$ cat config.mk
export PLATFORM = sky130hd
export DESIGN_NAME = avalon_burst_copy_flat
export DESIGN_NICKNAME = d
export VERILOG_FILES = /design/src/rtl/avalon_copy_pkg.sv /design/src/rtl/avalon_if.sv /design/src/rtl/burst_fifo.sv /design/src/rtl/avalon_burst_copy.sv /design/src/flat_wrapper.sv
export SDC_FILE = /design/constraint.sdc
export NUM_CORES = 1
export LEC_CHECK = 0
export BUFFER_PORTS_ARGS = -buffer_cell sky130_fd_sc_hd__clkbuf_2
export CORE_AREA = 10 10 273 275
export DETAILED_ROUTE_END_ITERATION = 10
export DIE_AREA = 0 0 283 285
export SKIP_CTS_REPAIR_TIMING = 1
export SYNTH_ARGS = -nofsm -noshare
export SYNTH_HDL_FRONTEND = slang
export SYNTH_HIERARCHICAL = 1
export SYNTH_SLANG_ARGS = --single-unit
$ cat constraint.sdc
create_clock -name clk -period 6.46 [get_ports clk]
set_input_delay 0.969 -clock clk [delete_from_list [all_inputs] [get_ports clk]]
set_output_delay 0.969 -clock clk [all_outputs]
set_load 0.01 [all_outputs]
$ cat src/rtl/avalon_copy_pkg.sv
// Shared types and helpers for the Avalon-MM burst copy engine.
// Holds the controller state encoding and the maximum-burst helper.
package avalon_copy_pkg;

    typedef enum logic [2:0] {
        IDLE     = 3'd0,
        RD_REQ   = 3'd1,
        RD_DATA  = 3'd2,
        WR_BURST = 3'd3,
        DONE     = 3'd4
    } copy_state_t;

    // Largest burst expressible with a given burstcount width.
    function automatic int unsigned max_burst(input int unsigned burstcount_w);
        return 32'd1 << (burstcount_w - 1);
    endfunction

endpackage

$ cat src/rtl/avalon_if.sv
// Avalon-MM bundle carrying clock, reset and the host/agent command signals.
// The host drives commands and write data; the agent returns read data and waitrequest.
interface avalon_if #(
    parameter int unsigned BURSTCOUNT_W = 4
) (
    input logic clk,
    input logic reset
);
    logic [31:0]             address;
    logic                    read;
    logic                    write;
    logic [BURSTCOUNT_W-1:0] burstcount;
    logic [3:0]              byteenable;
    logic [31:0]             writedata;
    logic [31:0]             readdata;
    logic                    readdatavalid;
    logic                    waitrequest;

    modport host (
        input  clk,
        input  reset,
        input  readdata,
        input  readdatavalid,
        input  waitrequest,
        output address,
        output read,
        output write,
        output burstcount,
        output byteenable,
        output writedata
    );

    modport agent (
        input  clk,
        input  reset,
        input  address,
        input  read,
        input  write,
        input  burstcount,
        input  byteenable,
        input  writedata,
        output readdata,
        output readdatavalid,
        output waitrequest
    );

endinterface

$ cat src/rtl/burst_fifo.sv
// Synchronous FIFO holding one read burst until it is written back out.
// Head word is visible combinationally; push when full and pop when empty are dropped.
module burst_fifo #(
    parameter int unsigned DEPTH = 8,
    parameter int unsigned WIDTH = 32
) (
    input  logic             i_clk,
    input  logic             i_rst,
    input  logic             i_push,
    input  logic [WIDTH-1:0] i_data,
    input  logic             i_pop,
    output logic [WIDTH-1:0] o_data,
    output logic             o_empty,
    output logic             o_full
);
    localparam int unsigned PTR_W = (DEPTH > 1) ? $clog2(DEPTH) : 1;
    localparam int unsigned CNT_W = $clog2(DEPTH + 1);

    logic [WIDTH-1:0] r_mem [DEPTH];
    logic [PTR_W-1:0] r_wr_ptr;
    logic [PTR_W-1:0] r_rd_ptr;
    logic [CNT_W-1:0] r_count;
    logic             w_do_push;
    logic             w_do_pop;

    function automatic logic [PTR_W-1:0] f_next_ptr(input logic [PTR_W-1:0] ptr);
        return (ptr == PTR_W'(DEPTH - 1)) ? '0 : ptr + 1'b1;
    endfunction

    assign o_empty   = (r_count == '0);
    assign o_full    = (r_count == CNT_W'(DEPTH));
    assign w_do_push = i_push && !o_full;
    assign w_do_pop  = i_pop && !o_empty;
    assign o_data    = r_mem[r_rd_ptr];

    always_ff @(posedge i_clk or posedge i_rst) begin
        if (i_rst) begin
            r_wr_ptr <= '0;
            r_rd_ptr <= '0;
            r_count  <= '0;
        end else begin
            if (w_do_push) begin
                r_wr_ptr <= f_next_ptr(r_wr_ptr);
            end
            if (w_do_pop) begin
                r_rd_ptr <= f_next_ptr(r_rd_ptr);
            end
            r_count <= r_count + CNT_W'(w_do_push) - CNT_W'(w_do_pop);
        end
    end

    // Storage needs no reset; occupancy is tracked by the pointers and count.
    always_ff @(posedge i_clk) begin
        if (w_do_push) begin
            r_mem[r_wr_ptr] <= i_data;
        end
    end

endmodule

$ cat src/rtl/avalon_burst_copy.sv
// Avalon-MM copy engine: reads a region in bursts of up to MAXB words, buffers each
// burst, and writes it back to the destination before fetching the next one.
module avalon_burst_copy
    import avalon_copy_pkg::*;
#(
    parameter int unsigned BURSTCOUNT_W = 4,
    parameter int unsigned LEN_W        = 16
) (
    avalon_if.host           avalon_h,
    input  logic             start,
    input  logic [31:0]      src_addr,
    input  logic [31:0]      dst_addr,
    input  logic [LEN_W-1:0] len_words,
    output logic             busy,
    output logic             done
);
    localparam int unsigned MAXB = max_burst(BURSTCOUNT_W);

    copy_state_t             r_state;
    copy_state_t             w_state_nxt;
    logic [31:0]             r_src;
    logic [31:0]             w_src_nxt;
    logic [31:0]             r_dst;
    logic [31:0]             w_dst_nxt;
    logic [LEN_W-1:0]        r_rem;
    logic [LEN_W-1:0]        w_rem_nxt;
    logic [LEN_W-1:0]        w_rem_left;
    logic [BURSTCOUNT_W-1:0] r_burst;
    logic [BURSTCOUNT_W-1:0] w_burst_nxt;
    logic [BURSTCOUNT_W-1:0] r_beat;
    logic [BURSTCOUNT_W-1:0] w_beat_nxt;
    logic                    w_last_beat;
    logic                    w_push;
    logic                    w_pop;
    logic [31:0]             w_fifo_head;
    logic                    w_fifo_empty;
    logic                    w_fifo_full;

    function automatic logic [BURSTCOUNT_W-1:0] f_burst_len(input logic [LEN_W-1:0] rem);
        if (rem >= LEN_W'(MAXB)) begin
            return BURSTCOUNT_W'(MAXB);
        end
        return BURSTCOUNT_W'(rem);
    endfunction

    burst_fifo #(
        .DEPTH (MAXB),
        .WIDTH (32)
    ) u_fifo (
        .i_clk   (avalon_h.clk),
        .i_rst   (avalon_h.reset),
        .i_push  (w_push),
        .i_data  (avalon_h.readdata),
        .i_pop   (w_pop),
        .o_data  (w_fifo_head),
        .o_empty (w_fifo_empty),
        .o_full  (w_fifo_full)
    );

    always_ff @(posedge avalon_h.clk or posedge avalon_h.reset) begin
        if (avalon_h.reset) begin
            r_state <= IDLE;
            r_src   <= '0;
            r_dst   <= '0;
            r_rem   <= '0;
            r_burst <= '0;
            r_beat  <= '0;
        end else begin
            r_state <= w_state_nxt;
            r_src   <= w_src_nxt;
            r_dst   <= w_dst_nxt;
            r_rem   <= w_rem_nxt;
            r_burst <= w_burst_nxt;
            r_beat  <= w_beat_nxt;
        end
    end

    assign w_last_beat = (r_beat == r_burst - 1'b1);
    assign w_rem_left  = r_rem - LEN_W'(r_burst);

    always_comb begin
        w_state_nxt = r_state;
        w_src_nxt   = r_src;
        w_dst_nxt   = r_dst;
        w_rem_nxt   = r_rem;
        w_burst_nxt = r_burst;
        w_beat_nxt  = r_beat;
        w_push      = 1'b0;
        w_pop       = 1'b0;
        unique case (r_state)
            IDLE: begin
                if (start) begin
                    if (len_words != '0) begin
                        w_src_nxt   = src_addr;
                        w_dst_nxt   = dst_addr;
                        w_rem_nxt   = len_words;
                        w_burst_nxt = f_burst_len(len_words);
                        w_beat_nxt  = '0;
                        w_state_nxt = RD_REQ;
                    end else begin
                        w_state_nxt = DONE;
                    end
                end
            end
            RD_REQ: begin
                if (!avalon_h.waitrequest) begin
                    w_beat_nxt  = '0;
                    w_state_nxt = RD_DATA;
                end
            end
            RD_DATA: begin
                if (avalon_h.readdatavalid && !w_fifo_full) begin
                    w_push = 1'b1;
                    if (w_last_beat) begin
                        w_beat_nxt  = '0;
                        w_state_nxt = WR_BURST;
                    end else begin
                        w_beat_nxt = r_beat + 1'b1;
                    end
                end
            end
            WR_BURST: begin
                if (!avalon_h.waitrequest) begin
                    w_pop = 1'b1;
                    if (w_last_beat) begin
                        // Addresses wrap modulo 2**32 by plain truncation.
                        w_src_nxt   = r_src + (32'(r_burst) << 2);
                        w_dst_nxt   = r_dst + (32'(r_burst) << 2);
                        w_rem_nxt   = w_rem_left;
                        w_burst_nxt = f_burst_len(w_rem_left);
                        w_beat_nxt  = '0;
                        w_state_nxt = (w_rem_left != '0) ? RD_REQ : DONE;
                    end else begin
                        w_beat_nxt = r_beat + 1'b1;
                    end
                end
            end
            DONE: begin
                w_state_nxt = IDLE;
            end
            default: begin
                w_state_nxt = IDLE;
            end
        endcase
    end

    // Bus outputs decode from registered state only, so they hold steady under waitrequest.
    always_comb begin
        avalon_h.read       = 1'b0;
        avalon_h.write      = 1'b0;
        avalon_h.address    = '0;
        avalon_h.burstcount = '0;
        avalon_h.byteenable = '0;
        avalon_h.writedata  = '0;
        if (r_state == RD_REQ) begin
            avalon_h.read       = 1'b1;
            avalon_h.address    = r_src;
            avalon_h.burstcount = r_burst;
        end else if (r_state == WR_BURST) begin
            avalon_h.write      = 1'b1;
            avalon_h.address    = r_dst;
            avalon_h.burstcount = r_burst;
            avalon_h.byteenable = 4'b1111;
            avalon_h.writedata  = w_fifo_empty ? '0 : w_fifo_head;
        end
    end

    assign busy = (r_state != IDLE);
    assign done = (r_state == DONE);

endmodule

$ cat src/flat_wrapper.sv
// flat-port wrapper written by rule: the top's interface ports become plain ports
module avalon_burst_copy_flat import avalon_copy_pkg::*;
#(
    parameter int unsigned BURSTCOUNT_W = 4,
    parameter int unsigned LEN_W        = 16
)
  (start, src_addr, dst_addr, len_words, busy, done, clk, reset, avalon_h_readdata, avalon_h_readdatavalid, avalon_h_waitrequest, avalon_h_address, avalon_h_read, avalon_h_write, avalon_h_burstcount, avalon_h_byteenable, avalon_h_writedata);
  avalon_if #(.BURSTCOUNT_W(BURSTCOUNT_W)) avalon_h_i (.clk(clk), .reset(reset));
  input  logic start;
  input  logic [31:0] src_addr;
  input  logic [31:0] dst_addr;
  input  logic [LEN_W-1:0] len_words;
  output logic busy;
  output logic done;
  input wire logic clk;
  input wire logic reset;
  input wire logic [$bits(avalon_h_i.readdata)-1:0] avalon_h_readdata;
  input wire logic [$bits(avalon_h_i.readdatavalid)-1:0] avalon_h_readdatavalid;
  input wire logic [$bits(avalon_h_i.waitrequest)-1:0] avalon_h_waitrequest;
  output wire logic [$bits(avalon_h_i.address)-1:0] avalon_h_address;
  output wire logic [$bits(avalon_h_i.read)-1:0] avalon_h_read;
  output wire logic [$bits(avalon_h_i.write)-1:0] avalon_h_write;
  output wire logic [$bits(avalon_h_i.burstcount)-1:0] avalon_h_burstcount;
  output wire logic [$bits(avalon_h_i.byteenable)-1:0] avalon_h_byteenable;
  output wire logic [$bits(avalon_h_i.writedata)-1:0] avalon_h_writedata;
  assign avalon_h_i.readdata = avalon_h_readdata;
  assign avalon_h_i.readdatavalid = avalon_h_readdatavalid;
  assign avalon_h_i.waitrequest = avalon_h_waitrequest;
  assign avalon_h_address = avalon_h_i.address;
  assign avalon_h_read = avalon_h_i.read;
  assign avalon_h_write = avalon_h_i.write;
  assign avalon_h_burstcount = avalon_h_i.burstcount;
  assign avalon_h_byteenable = avalon_h_i.byteenable;
  assign avalon_h_writedata = avalon_h_i.writedata;
  avalon_burst_copy #(.BURSTCOUNT_W(BURSTCOUNT_W), .LEN_W(LEN_W)) u_core (.avalon_h(avalon_h_i), .start(start), .src_addr(src_addr), .dst_addr(dst_addr), .len_words(len_words), .busy(busy), .done(done));
endmodule
# Yosys cells after proc, flatten, opt, wreduce, memory -nomap -nowiden
# Memory sizes are Yosys's and may differ from the RTL's.
# Index checks and enable logic that the tools add are counted.
[totals]
n_memories = 1
ramBits = 256
word_cells = 119
out_inout_bits = 76
reg_bits = 101
in_bits = 117
[op_classes]
n_eq_ne = 15
n_mux = 68
n_addsub = 9
reduce_logical = 15
order_cmp = 2
[mem_list]
columns = ["name", "depth", "word_bits", "rd", "rd_clocked_by_memory_dff", "wr", "line", "text"]
rows = [
  ["u_core.u_fifo.r_mem", 8, 32, 1, 0, 1, "burst_fifo.sv:19", "logic [WIDTH-1:0] r_mem [DEPTH];"],
]
[ops]
columns = ["op", "count"]
rows = [
  ["32-bit two-way mux", 13],
  ["32-bit one-hot mux with 2 select lines", 2],
  ["4-bit two-way mux", 18],
  ["32-bit by 6-bit adder with 32-bit output", 2],
  ["16-bit two-way mux", 4],
  ["16-bit by 4-bit greater-or-equal comparator with 1-bit output, second input constant", 2],
  ["16-bit one-hot mux with 2 select lines", 1],
  ["16-bit nonzero test", 2],
  ["3-bit two-way mux", 10],
  ["1-bit two-way mux", 17],
  ["4-bit one-hot mux with 4 select lines", 1],
  ["16-bit by 4-bit subtractor with 16-bit output", 1],
  ["3-bit one-hot mux with 4 select lines", 1],
  ["6-bit AND reduction", 2],
  ["3-bit equality test, second input constant", 3],
  ["2-bit by 1-bit inequality test with 1-bit output, second input constant", 4],
  ["4-bit one-hot mux with 2 select lines", 1],
  ["3-bit by 1-bit adder with 3-bit output, second input constant", 2],
  ["3-bit by 2-bit equality test with 1-bit output, second input constant", 2],
  ["2-bit inequality test, second input constant", 3],
  ["5-bit AND reduction", 1],
  ["4-bit by 1-bit adder with 4-bit output", 1],
  ["4-bit by 1-bit adder with 4-bit output, second input constant", 1],
  ["4-bit equality test", 1],
  ["11 further kinds", 14],
]

# Logic depth before layout (Yosys ltp)
[logic_depth]
word_depth = 10
mapped_depth = 12
mapped_depth_nobuf = 12

# Hierarchy
# Netlist, hierarchy kept.
[modules_own_cells]
columns = ["mod", "cells_each", "seq_area_each_um2", "area_each_um2", "instances"]
rows = [
  ["burst_fifo", 430, 7937.6, 10273.6, 1],
  ["avalon_burst_copy", 850, 2277.2, 6765.2, 1],
]

# Worst setup path before layout
# Ideal clock, no wire load.
[synth_path]
kind = "input-to-reg"
start = "input avalon_h_readdatavalid"
end = "memory u_core.u_fifo.r_mem[0][0] (enable)"
setup_slack_ns = 1.402
n_path_buf = 0
arrival_time_ns = 4.556
required_ns = 5.958
path_stages = 3
cell_sequence = "nor4bb_1 -> nand2_1 -> nor4_1"
[synth_via]
elab_chain_cells = 6
[synth_rtl]
columns = ["item", "line", "text"]
rows = [
  ["start, declared", "flat_wrapper.sv:18", "input wire logic [$bits(avalon_h_i.readdatavalid)-1:0] avalon_h_readdatavalid;"],
  ["1-bit logical AND", "avalon_burst_copy.sv:112", "if (avalon_h.readdatavalid && !w_fifo_full) begin"],
  ["1-bit two-way mux", "avalon_burst_copy.sv:112", ""],
  ["1-bit two-way mux", "avalon_burst_copy.sv:90", "unique case (r_state)"],
  ["1-bit logical AND", "burst_fifo.sv:32", "assign w_do_push = i_push && !o_full;"],
  ["1-bit two-way mux", "burst_fifo.sv:54", "if (w_do_push) begin"],
  ["1-bit two-way mux (implied by the code)", "burst_fifo.sv:55", "r_mem[r_wr_ptr] <= i_data;"],
  ["end, declared", "burst_fifo.sv:19", ""],
]
# No other way between the ends.

# Worst setup path in the final report
[layout_path]
start = "register u_core.u_fifo.r_rd_ptr[0]"
end = "output avalon_h_writedata[28]"
[layout_via]
elab_chain_cells = 4
[layout_rtl]
columns = ["item", "line", "text"]
rows = [
  ["start, declared", "burst_fifo.sv:21", "logic [PTR_W-1:0] r_rd_ptr;"],
  ["start signal, assigned", "burst_fifo.sv:46", "r_rd_ptr <= f_next_ptr(r_rd_ptr);"],
  ["memory 8 x 32 bit", "n/a", ""],
  ["net u_core.w_fifo_head[28]", "avalon_burst_copy.sv:35", "logic [31:0] w_fifo_head;"],
  ["32-bit two-way mux", "avalon_burst_copy.sv:164", "avalon_h.writedata = w_fifo_empty ? '0 : w_fifo_head;"],
  ["32-bit two-way mux", "avalon_burst_copy.sv:159", "end else if (r_state == WR_BURST) begin"],
  ["32-bit two-way mux", "avalon_burst_copy.sv:155", "if (r_state == RD_REQ) begin"],
  ["end, declared", "flat_wrapper.sv:25", "output wire logic [$bits(avalon_h_i.writedata)-1:0] avalon_h_writedata;"],
]
# The timed path passes the listed nets, and every way through them passes these cells.

==> reports/metrics.csv <==
stage;metric;value;unit
synthesis;asr flop ratio synth;0.283;
sta;Worst-Margin Slew;1.05;ns
sta;Final Hold Vio Count;0;
floorplanning;core area;0.0693;mm²
cts;CTS max path bufs;3;
setup_path;CP Class;flop to output pin;
sta;max-slew violation count;0;
setup_path;Worst EP required;5.49;ns
floorplanning;Chip Height;285;µm
pwr;total power after layout;10.1;mW
cts;clk sink count;357;
grt;number of global-route vias before repair;11900;
final_layout;antenna cells;0;
sta;final setup fails;0;
grt;GRT Residual Overflow;0;
cts;CTS tree;done;
floorplanning;die width;283;µm
synthesis;Post-Synthesis Cells;1280;
synthesis;Post-synth EDFFs;256;
place;placed instance count;2353;
sta;RSZ-0062 raised after global routing;no;
synthesis;Post-Syn Area;0.0170;mm²
setup_path;CP Max Fanout;35;
final_layout;nets;1601;
grt;global-route wire length before repair;72100;µm
synthesis;Post-Syn Area per Cell;13.3;µm²
grt;maximum number of pins on one net before global-route repair;67;
floorplanning;cell row count;97;
run_status;status;complete, no violations;
route;Post-route DRC;0;
synthesis;synthesis-stage register bit count;357;
place;dpl ws;2.68;ns
sta;period utilization;0.666;
place;RePlAce Congestion;0.849;
setup_path;CP Launch Type;flop;
route;WL/cell;19.2;µm
floorplanning;Top Ports;193;
grt;antenna violations before repair;3;
sta;post-route setup slack;2.16;ns
sta;max frequency;0.233;GHz
grt;Tot GR Track Use;0.112;
setup_path;reg2reg start;u_core/r_burst[1]$_DFFE_PP0P_;
sta;Period minus WS final;4.30;ns
setup_path;FF-to-FF path depth;9;
cts;CTS root buf;clkbuf_16;
cts;H-Tree Depth;2;
synthesis;count of different cell masters after synthesis;72;
cts;Clock Latency Late Sink;0.57;ns
route;antenna viol nets, final;0;
synthesis;Yosys warnings;6;
sta;Fin Setup TNS;0;ns
final_layout;Area Overhead vs Synth;19.4;%
floorplanning;die area;0.0807;mm²
route;Vias;11700;
synthesis;dominant cells by area after synthesis;edfxtp_1 (45%), dfrtp_1 (15%), mux4_2 (7.4%);
sta;Max Clock Skew;0.0602;ns
final_layout;layout cell share with drive strength beyond 1;0.266;
synthesis;Synth top area share;0.451;
sta;Final Hold Slack;0.504;ns
route;via-per-instance ratio;4.81;
final_layout;most common cell after layout, fill and taps aside;edfxtp_1;
cts;CTS clk-pin slew, worst paths;0.06;ns
synthesis;Post-synth top flop;edfxtp_1;
setup_path;Reg2Reg Setup Slack;2.98;ns
route;DRT iter0 DRCs;1139;
setup_path;Setup crit end kind;output pin;
final_layout;Finished Layout Cells;2429;
floorplanning;initial core utilization;0.246;
final_layout;final instance area;0.0203;mm²
setup_path;Worst Setup SP;u_core/u_fifo/r_rd_ptr[0]$_DFFE_PP0P_;
place;placed inst area;0.0190;mm²
min_path;worst hold path class;input pin to async pin;
pwr;worst vdd ir;251;µV
setup_path;Worst R2R End;u_core/r_src[0]$_DFFE_PP0P_;
pwr;P_leak;7.57;nW
route;Routed Wire Length;46600;µm
pwr;Power Dens Cells;495;mW/mm²
final_layout;Final Util;0.294;
job;maxcap violations;0;
route;DR pass1 iterations;5;
setup_path;worst path arrival time;3.33;ns
synthesis;Seq/Total Area, Yosys;0.600;
place;I/O Buffers;192;
synthesis;post-synth top area cell;edfxtp_1;
synthesis;Syn Nets;1425;
final_layout;commonest cells after routing, fill and taps aside;edfxtp_1 (256), clkbuf_2 (192), dfrtp_1 (98), nor2_1 (96), a21oi_1 (86);
cts;Num CTS Buffers;41;
place;Detailed Place HPWL;30200;µm
sta;slew margin rel.;0.300;
## layer usage
metal,GRT usage,up-vias,wire [µm]
li1,-,5298,-
met1,0.141,5913,20100
met2,0.188,403,22500
met3,0.0296,73,3110
met4,0.0259,6,819
met5,0,-,44
## registers in the layout (all words and copies together) (netlist names)
name,count
u_core/u_fifo/r_wr_ptr,3
u_core/u_fifo/r_mem,256
u_core/u_fifo/r_count,4
u_core/r_burst,4
u_core/r_src,32
u_core/r_state,3
u_core/r_dst,32
u_core/u_fifo/r_rd_ptr,3
u_core/r_rem,16
u_core/r_beat,4
## worst max-delay path, cell delays in order (launching register included)
cell and delay [ns]:
dfrtp_4 0.87, buf_4 0.67, mux4_1 0.64, mux2_2 0.28
and2_1 0.13, clkbuf_2 0.13
## report_power, final
part | total, mW | switching [mW] | internal [mW]
combinational | 4.27 | 2.42 | 1.85
clock | 2.32 | 0.954 | 1.37
sequential | 3.49 | 0.562 | 2.92
## cells in the mapped netlist (all sizes together) (17+ instances only)
master,n
o21ai,62
nor3,18
ha,24
mux2,43
edfxtp,256
buf,28
nand3,29
nor2,100
and2,35
mux4,64
a21oi,86
a2bb2oi,21
dfrtp,101
mux2i,33
nand2,79
inv,34
clkbuf,52
nand4,17
o22ai,24
## how the worst max path moves through the flow
| stage | end | slack (ns) | depth (start not counted) |
|---|---|---|---|
| after global routing | avalon_h_writedata[25] | 1.90 | 5 |
| after detailed placement | avalon_h_writedata[1] | 2.68 | 5 |
| after floorplan | u_core/u_fifo/r_mem[0][0]$_DFFE_PP_ | 1.40 | 3 |
| after global placement | avalon_h_writedata[1] | 2.69 | 5 |
| final | avalon_h_writedata[28] | 2.16 | 5 |
| after CTS | avalon_h_writedata[1] | 2.05 | 5 |
## layout make-up
cell class / count / area, µm²
multi-input cells: 809 / 6360
clock buffers: 56 / 1100
inverters: 34 / 130
clock inverters: 20 / 238
fillers: 7005 / 49000
well taps: 940 / 1180
flip-flops and latches: 357 / 10200
repair buffers: 213 / 1120
## cells by family after synthesis
logic type | after synthesis | share of synthesized area
flops | 357 | 0.600
simple gates | 342 | 0.0983
compound gates | 291 | 0.110
mux | 140 | 0.134
buf+inv | 114 | 0.0311
fa+ha+maj | 28 | 0.0223
xor+xnor | 8 | 0.00492
Power figures use the tool's default switching activity.
